## src/rtl/aria_pkg.sv

```systemverilog
// Shared ARIA key-schedule definitions: round constants, key length encoding and
// the Feistel initialisation state encoding.
package aria_pkg;

  localparam int unsigned ARIA_BLK_W = 128;

  localparam logic [127:0] C1 = 128'h517cc1b727220a94fe13abe8fa9a6ee0;
  localparam logic [127:0] C2 = 128'h6db14acc9e21c820ff28b1d5ef5de2b0;
  localparam logic [127:0] C3 = 128'hdb92371d2126e9700324977504e8c90e;

  typedef enum logic [1:0] {
    KLEN_128 = 2'd0,
    KLEN_192 = 2'd1,
    KLEN_256 = 2'd2,
    KLEN_BAD = 2'd3
  } key_len_t;

  typedef enum logic [2:0] {
    ST_IDLE,
    ST_R1,
    ST_R2,
    ST_R3,
    ST_DONE
  } state_t;

endpackage

```

## src/rtl/aria_ck_sel.sv

```systemverilog
// Combinational key-length decode: splits the key into KL/KR (KR masked to the
// real key length) and selects the rotated round-constant triple.
module aria_ck_sel
  import aria_pkg::*;
#(
  parameter int unsigned KEY_W = 256
) (
  input  logic [1:0]            key_len,
  input  logic [KEY_W-1:0]      key,
  output logic [ARIA_BLK_W-1:0] kl,
  output logic [ARIA_BLK_W-1:0] kr,
  output logic [ARIA_BLK_W-1:0] ck1,
  output logic [ARIA_BLK_W-1:0] ck2,
  output logic [ARIA_BLK_W-1:0] ck3
);

  always_comb begin
    kl  = key[KEY_W-1 -: ARIA_BLK_W];
    kr  = '0;
    ck1 = C1;
    ck2 = C2;
    ck3 = C3;
    case (key_len)
      KLEN_192: begin
        kr[127:64] = key[KEY_W-129 -: 64];
        ck1 = C2;
        ck2 = C3;
        ck3 = C1;
      end
      KLEN_256: begin
        kr  = key[KEY_W-129 -: ARIA_BLK_W];
        ck1 = C3;
        ck2 = C1;
        ck3 = C2;
      end
      default: ;
    endcase
  end

endmodule

```

## src/rtl/aria_key_expand.sv

```systemverilog
// ARIA key extension: 3-round Feistel initialisation producing W0..W3 through a
// shared external round-function unit. Optional key_clear port: ARIA_KEY_ZEROIZE_EN.
module aria_key_expand
  import aria_pkg::*;
#(
  parameter int unsigned BLK_W = ARIA_BLK_W,
  parameter int unsigned KEY_W = 256
) (
  input  logic             clk,
  input  logic             rst_n,
`ifdef ARIA_KEY_ZEROIZE_EN
  input  logic             key_clear,
`endif
  input  logic [KEY_W-1:0] key,
  input  logic [1:0]       key_len,
  input  logic             key_start,
  output logic             busy,
  output logic             w_valid,
  output logic             key_err,
  output logic [BLK_W-1:0] w0,
  output logic [BLK_W-1:0] w1,
  output logic [BLK_W-1:0] w2,
  output logic [BLK_W-1:0] w3,
  output logic             fn_req,
  output logic             fn_odd,
  output logic [BLK_W-1:0] fn_din,
  output logic [BLK_W-1:0] fn_ck,
  input  logic             fn_ack,
  input  logic [BLK_W-1:0] fn_dout
);

  if (BLK_W != 128) begin : g_blk_w_check
    $error("aria_key_expand: BLK_W must be 128");
  end

  state_t           state, state_n;
  logic [BLK_W-1:0] kr_q, ck1_q, ck2_q, ck3_q;
  logic [BLK_W-1:0] kr_n, ck1_n, ck2_n, ck3_n;
  logic [BLK_W-1:0] w0_n, w1_n, w2_n, w3_n;
  logic [BLK_W-1:0] fn_din_n, fn_ck_n;
  logic             fn_req_n, fn_odd_n, w_valid_n, key_err_n;
  logic [BLK_W-1:0] sel_kl, sel_kr, sel_ck1, sel_ck2, sel_ck3;
  logic             ack;
  logic [BLK_W-1:0] rnd_out;

  aria_ck_sel #(.KEY_W(KEY_W)) u_ck_sel (
    .key_len (key_len),
    .key     (key),
    .kl      (sel_kl),
    .kr      (sel_kr),
    .ck1     (sel_ck1),
    .ck2     (sel_ck2),
    .ck3     (sel_ck3)
  );

  assign busy = (state == ST_R1) || (state == ST_R2) || (state == ST_R3);
  // An ack only counts against a request actually on the wire.
  assign ack  = fn_req & fn_ack;

  always_comb begin
    state_n   = state;
    kr_n      = kr_q;
    ck1_n     = ck1_q;
    ck2_n     = ck2_q;
    ck3_n     = ck3_q;
    w0_n      = w0;
    w1_n      = w1;
    w2_n      = w2;
    w3_n      = w3;
    fn_req_n  = fn_req;
    fn_odd_n  = fn_odd;
    fn_din_n  = fn_din;
    fn_ck_n   = fn_ck;
    w_valid_n = w_valid;
    key_err_n = 1'b0;
    rnd_out   = '0;

    case (state)
      ST_IDLE, ST_DONE: begin
        if (key_start) begin
          if (key_len == KLEN_BAD) begin
            key_err_n = 1'b1;
          end else begin
            state_n   = ST_R1;
            w0_n      = sel_kl;
            kr_n      = sel_kr;
            ck1_n     = sel_ck1;
            ck2_n     = sel_ck2;
            ck3_n     = sel_ck3;
            w_valid_n = 1'b0;
          end
        end
      end
      ST_R1: begin
        // First R1 cycle issues the request once w0 is registered.
        if (!fn_req) begin
          fn_req_n = 1'b1;
          fn_odd_n = 1'b1;
          fn_din_n = w0;
          fn_ck_n  = ck1_q;
        end else if (ack) begin
          rnd_out  = fn_dout ^ kr_q;
          w1_n     = rnd_out;
          fn_odd_n = 1'b0;
          fn_din_n = rnd_out;
          fn_ck_n  = ck2_q;
          state_n  = ST_R2;
        end
      end
      ST_R2: begin
        if (ack) begin
          rnd_out  = fn_dout ^ w0;
          w2_n     = rnd_out;
          fn_odd_n = 1'b1;
          fn_din_n = rnd_out;
          fn_ck_n  = ck3_q;
          state_n  = ST_R3;
        end
      end
      ST_R3: begin
        if (ack) begin
          w3_n      = fn_dout ^ w1;
          fn_req_n  = 1'b0;
          fn_odd_n  = 1'b0;
          w_valid_n = 1'b1;
          state_n   = ST_DONE;
        end
      end
      default: state_n = ST_IDLE;
    endcase

`ifdef ARIA_KEY_ZEROIZE_EN
    if (key_clear) begin
      state_n   = ST_IDLE;
      w0_n      = '0;
      w1_n      = '0;
      w2_n      = '0;
      w3_n      = '0;
      fn_req_n  = 1'b0;
      fn_odd_n  = 1'b0;
      w_valid_n = 1'b0;
      key_err_n = 1'b0;
    end
`endif
  end

  always_ff @(posedge clk) begin
    if (!rst_n) begin
      state   <= ST_IDLE;
      kr_q    <= '0;
      ck1_q   <= '0;
      ck2_q   <= '0;
      ck3_q   <= '0;
      w0      <= '0;
      w1      <= '0;
      w2      <= '0;
      w3      <= '0;
      fn_req  <= 1'b0;
      fn_odd  <= 1'b0;
      fn_din  <= '0;
      fn_ck   <= '0;
      w_valid <= 1'b0;
      key_err <= 1'b0;
    end else begin
      state   <= state_n;
      kr_q    <= kr_n;
      ck1_q   <= ck1_n;
      ck2_q   <= ck2_n;
      ck3_q   <= ck3_n;
      w0      <= w0_n;
      w1      <= w1_n;
      w2      <= w2_n;
      w3      <= w3_n;
      fn_req  <= fn_req_n;
      fn_odd  <= fn_odd_n;
      fn_din  <= fn_din_n;
      fn_ck   <= fn_ck_n;
      w_valid <= w_valid_n;
      key_err <= key_err_n;
    end
  end

endmodule

```

## config.mk

```make
export PLATFORM = sky130hd
export DESIGN_NAME = aria_key_expand
export DESIGN_NICKNAME = d
export VERILOG_FILES = /design/src/rtl/aria_pkg.sv /design/src/rtl/aria_ck_sel.sv /design/src/rtl/aria_key_expand.sv
export SDC_FILE = /design/constraint.sdc
export NUM_CORES = 2
export LEC_CHECK = 0
export CORE_AREA = 4 4 444 446
export CTS_CLUSTER_DIAMETER = 100
export DETAILED_ROUTE_END_ITERATION = 16
export DIE_AREA = 0 0 448 450
export SETUP_SLACK_MARGIN = 0.1
export SYNTH_ARGS = -nofsm -noshare
export SYNTH_HDL_FRONTEND = slang
export SYNTH_SLANG_ARGS = --single-unit
export TNS_END_PERCENT = 10
```

## constraint.sdc

```tcl
create_clock -name clk -period 4.7 [get_ports clk]
set_input_delay 0.94 -clock clk [delete_from_list [all_inputs] [get_ports clk]]
set_output_delay 0.94 -clock clk [all_outputs]
set_load 0.01 [all_outputs]
```

==> results.toml <==
[flow_run]
max_cap_viol_count = 0

[synth]
ys.warnings.count = 0
synth_compound_area_share_pct = 21.15
synth_top_area_share_pct = 44.90
synth_common_cells = "dfxtp_1, nand2_1, o211a_1"
synth_xor_xnor_area_share_pct = 9.586
yosysUniqueCellTypes = 41
async_reset_ff_share_pct = 0
synth_fa_ha_area_share_pct = 0.1778
avgSynthCellArea_um2 = 9.381
synthSimpleGateAreaFrac_pct = 13.60
syn_inst = 3750
ys_seq_area_share_pct = 44.90
synth_seq_cells = 789
yosys-mux-area-fraction_pct = 3.813
synth_top_family_by_area = "compound AO/OA/AOI/OAI gates"
ys_top_cells_by_area = "dfxtp_1, o211a_1, nand2_1, xnor2_1, a21boi_0"
netlist_area_um2 = 35180
yosysTopAreaCell = "dfxtp_1"
yosysMostFrequentCell = "dfxtp_1"
synth-edff-count = 0
ys.flop_type = "dfxtp_1"

[setup_path]
worstSetupStartpointType = "flip-flop"
crit_slowest_cell = "clkdlybuf4s50_1"
cp.arrival_ns = 2.65
path_delay_family = "buffers and inverters"
crit_chain = "nor2_1, nor2_1, clkdlybuf4s50_1"
path_max_fanout = 13
cpMostUsedCell = "nor2_1"
rrSetupSlack_ns = 2.04
max_stage_delay_ns = 0.69
timing.rr.start = "state[1]"
worst-setup-path-type = "reg -> out"
worstPathRequired_ns = 3.76
cp_num_buf_inv = 1
critical_path.startpoint = "state[1]"
worstSetupEndpointType = "primary output"

[die]
dieHeight_um = 450
die-area_um2 = 201600
start_util_pct = 18.27
rows = 161
io_pins = 1163
design.core.area_um2 = 192600
die_x_um = 448

[clock_network]
htree_levels = 3
post_cts_resized = 0
clk_pin_slew_ns = 0.06
clock_latency_ns = 0.72
cts_hold_buffers = 0
clock_path_buffers = 3
cts_buffers = 98
cts_tree = "done"
postCtsSetupRepairBufs = 0
cts.sinks = 789
cts-root-buf = "clkbuf_16"

[power]
vdd_drop_max_mv = 0.2818
intPower_w = 0.01270
leakage_nw = 19.90
p_seq_share_pct = 40.7
netSwitchingPower_w = 0.004900
comb_power_share_pct = 14.5
power.density_nw_per_um2 = 341.0
switching_share_pct = 27.85
p_clk_share_pct = 44.8

[final_layout]
fin_util_pct = 26.80
drive_above_1_share_pct = 4.771
fin_area_um2 = 51600
syn_to_final_growth_pct = 46.69
final.fill_count = 20450
layout.nets = 5033

[sta]
max_slew_margin_pct = 27.18
max_freq_mhz = 278.7
finalSetupViolCount = 0
rsz0062_at_grt = "no"
finalCritPeriodShare_pct = 76.35
worstMarginPinSlew_ns = 1.092
finalMaxSlewViolations = 0
finClkSkew_ns = 0.02744
period_minus_slack_ns = 3.588
setup_slack_ns = 1.112
tns_ns = 0
finalHoldViolCount = 0

[grt]
grt-ovfl-total = 0
grt-busiest-layer = "met2"
grt_max_degree = 178
met1_usage_pct = 19.51
antenna_found_initial = 44
grt_pass1_wl_um = 239900
met3_usage_pct = 4.403
grt_pass1_vias = 30180
grt_usage_pct = 16.45
met2_usage_pct = 28.68

[worst_hold_path]
min_path_type = "reg -> reg"
worstHoldStart = "fn_din[58]"

[route]
dr.first_iter.drc_count = 1761
firstDrtPassIters = 7
routed_wl_um = 174200
dr_total_vias = 31150
ant_nets = 0
drc = 0
drt-vias-per-instance = 4.294
drt-wirelength-per-cell_um = 24.01

[placed_design]
placed_cell_area_um2 = 48270
dpl.hpwl_um = 128600
portBuffers = 1146
pre_cts_ws_ns = 1.214
place_congestion = 0.8925

[status]
outcome = "finished clean"
sequential cells by signal (all words and copies together), names as in the netlist:
name,count
w3,128
ck1_q,7
w_valid,1
fn_odd,1
key_err,1
kr_q,128
w0,128
w1,128
fn_ck,7
fn_req,1
fn_din,128
w2,128
state,3
cells by family (layout without fill, tap and decap cells):
logic type	after synthesis	count (layout)
DFF	789	789
AOI/OAI and AO/OA	926	926
and+or+nand+nor	1077	1077
other	1	30
muxes	134	134
buffers and inverters	433	1384
adders and majority gates	5	5
xor gates and xnor gates	385	385
routing by layer:
layer	vias up	wire [µm]	part of all wire, %
li1	14580	-	-
met1	15260	70450	40
met3	242	12130	7.0
met4	2	5981	3.4
met2	1067	85640	49
met5	-	13	0.0075
area by class of cell:
class,instances,area [µm²],share of cell area (%)
antenna,14,35.03,0.06789
timing repair buffer,1202,12170,23.59
tap,2526,3161,6.125
clock buffer,137,2800,5.426
multi-input combinational,2543,17120,33.18
inverter,4,15.01,0.02910
clock inverter,41,500.5,0.9699
sequential,789,15800,30.62
power groups by stage:
stage | Sequential (W) | Combinational, W | Clock, W
global route | 0.00718 | 0.00275 | 0.00838
CTS | 0.00715 | 0.00259 | 0.00816
floorplan | 0.00729 | 0.00120 | 0
finish | 0.00715 | 0.00255 | 0.00789
global placement | 0.00729 | 0.00256 | 0
detailed placement | 0.00730 | 0.00258 | 0
path summary, 6_finish.rpt:
kind                      end  cells after the start
setup reg to reg  fn_din[120]                      6
hold / removal     fn_din[58]                      1
hold reg to reg    fn_din[58]                      1
setup / recovery         busy                      3
stage by stage:
stage | instances | hold slack (ns) | power [W]
2_1_floorplan | 3765 | 0.4403 | 0.008494
3_3_place_gp | 7064 | 0.4446 | 0.009858
3_5_place_dp | 7064 | 0.4467 | 0.009876
4_1_cts | 7242 | 0.4629 | 0.01790
5_1_grt | 7254 | 0.4775 | 0.01832
6_report | 7256 | 0.4610 | 0.01760
placed cells by master (no fill, tap or decap), drive strengths merged, types with 22 or more instances in the layout:
cell,count
xnor2,257
nand3b,66
nand2,659
a21oi,131
nor2,133
nor2b,133
buf,57
o2bb2ai,128
nand3,65
a21boi,266
xor2,128
a211oi,129
dfxtp,789
clkbuf,137
o211a,260
clkinv,22
clkdlybuf4s50,1145
mux2i,134
(Power assumes the default switching activity.)
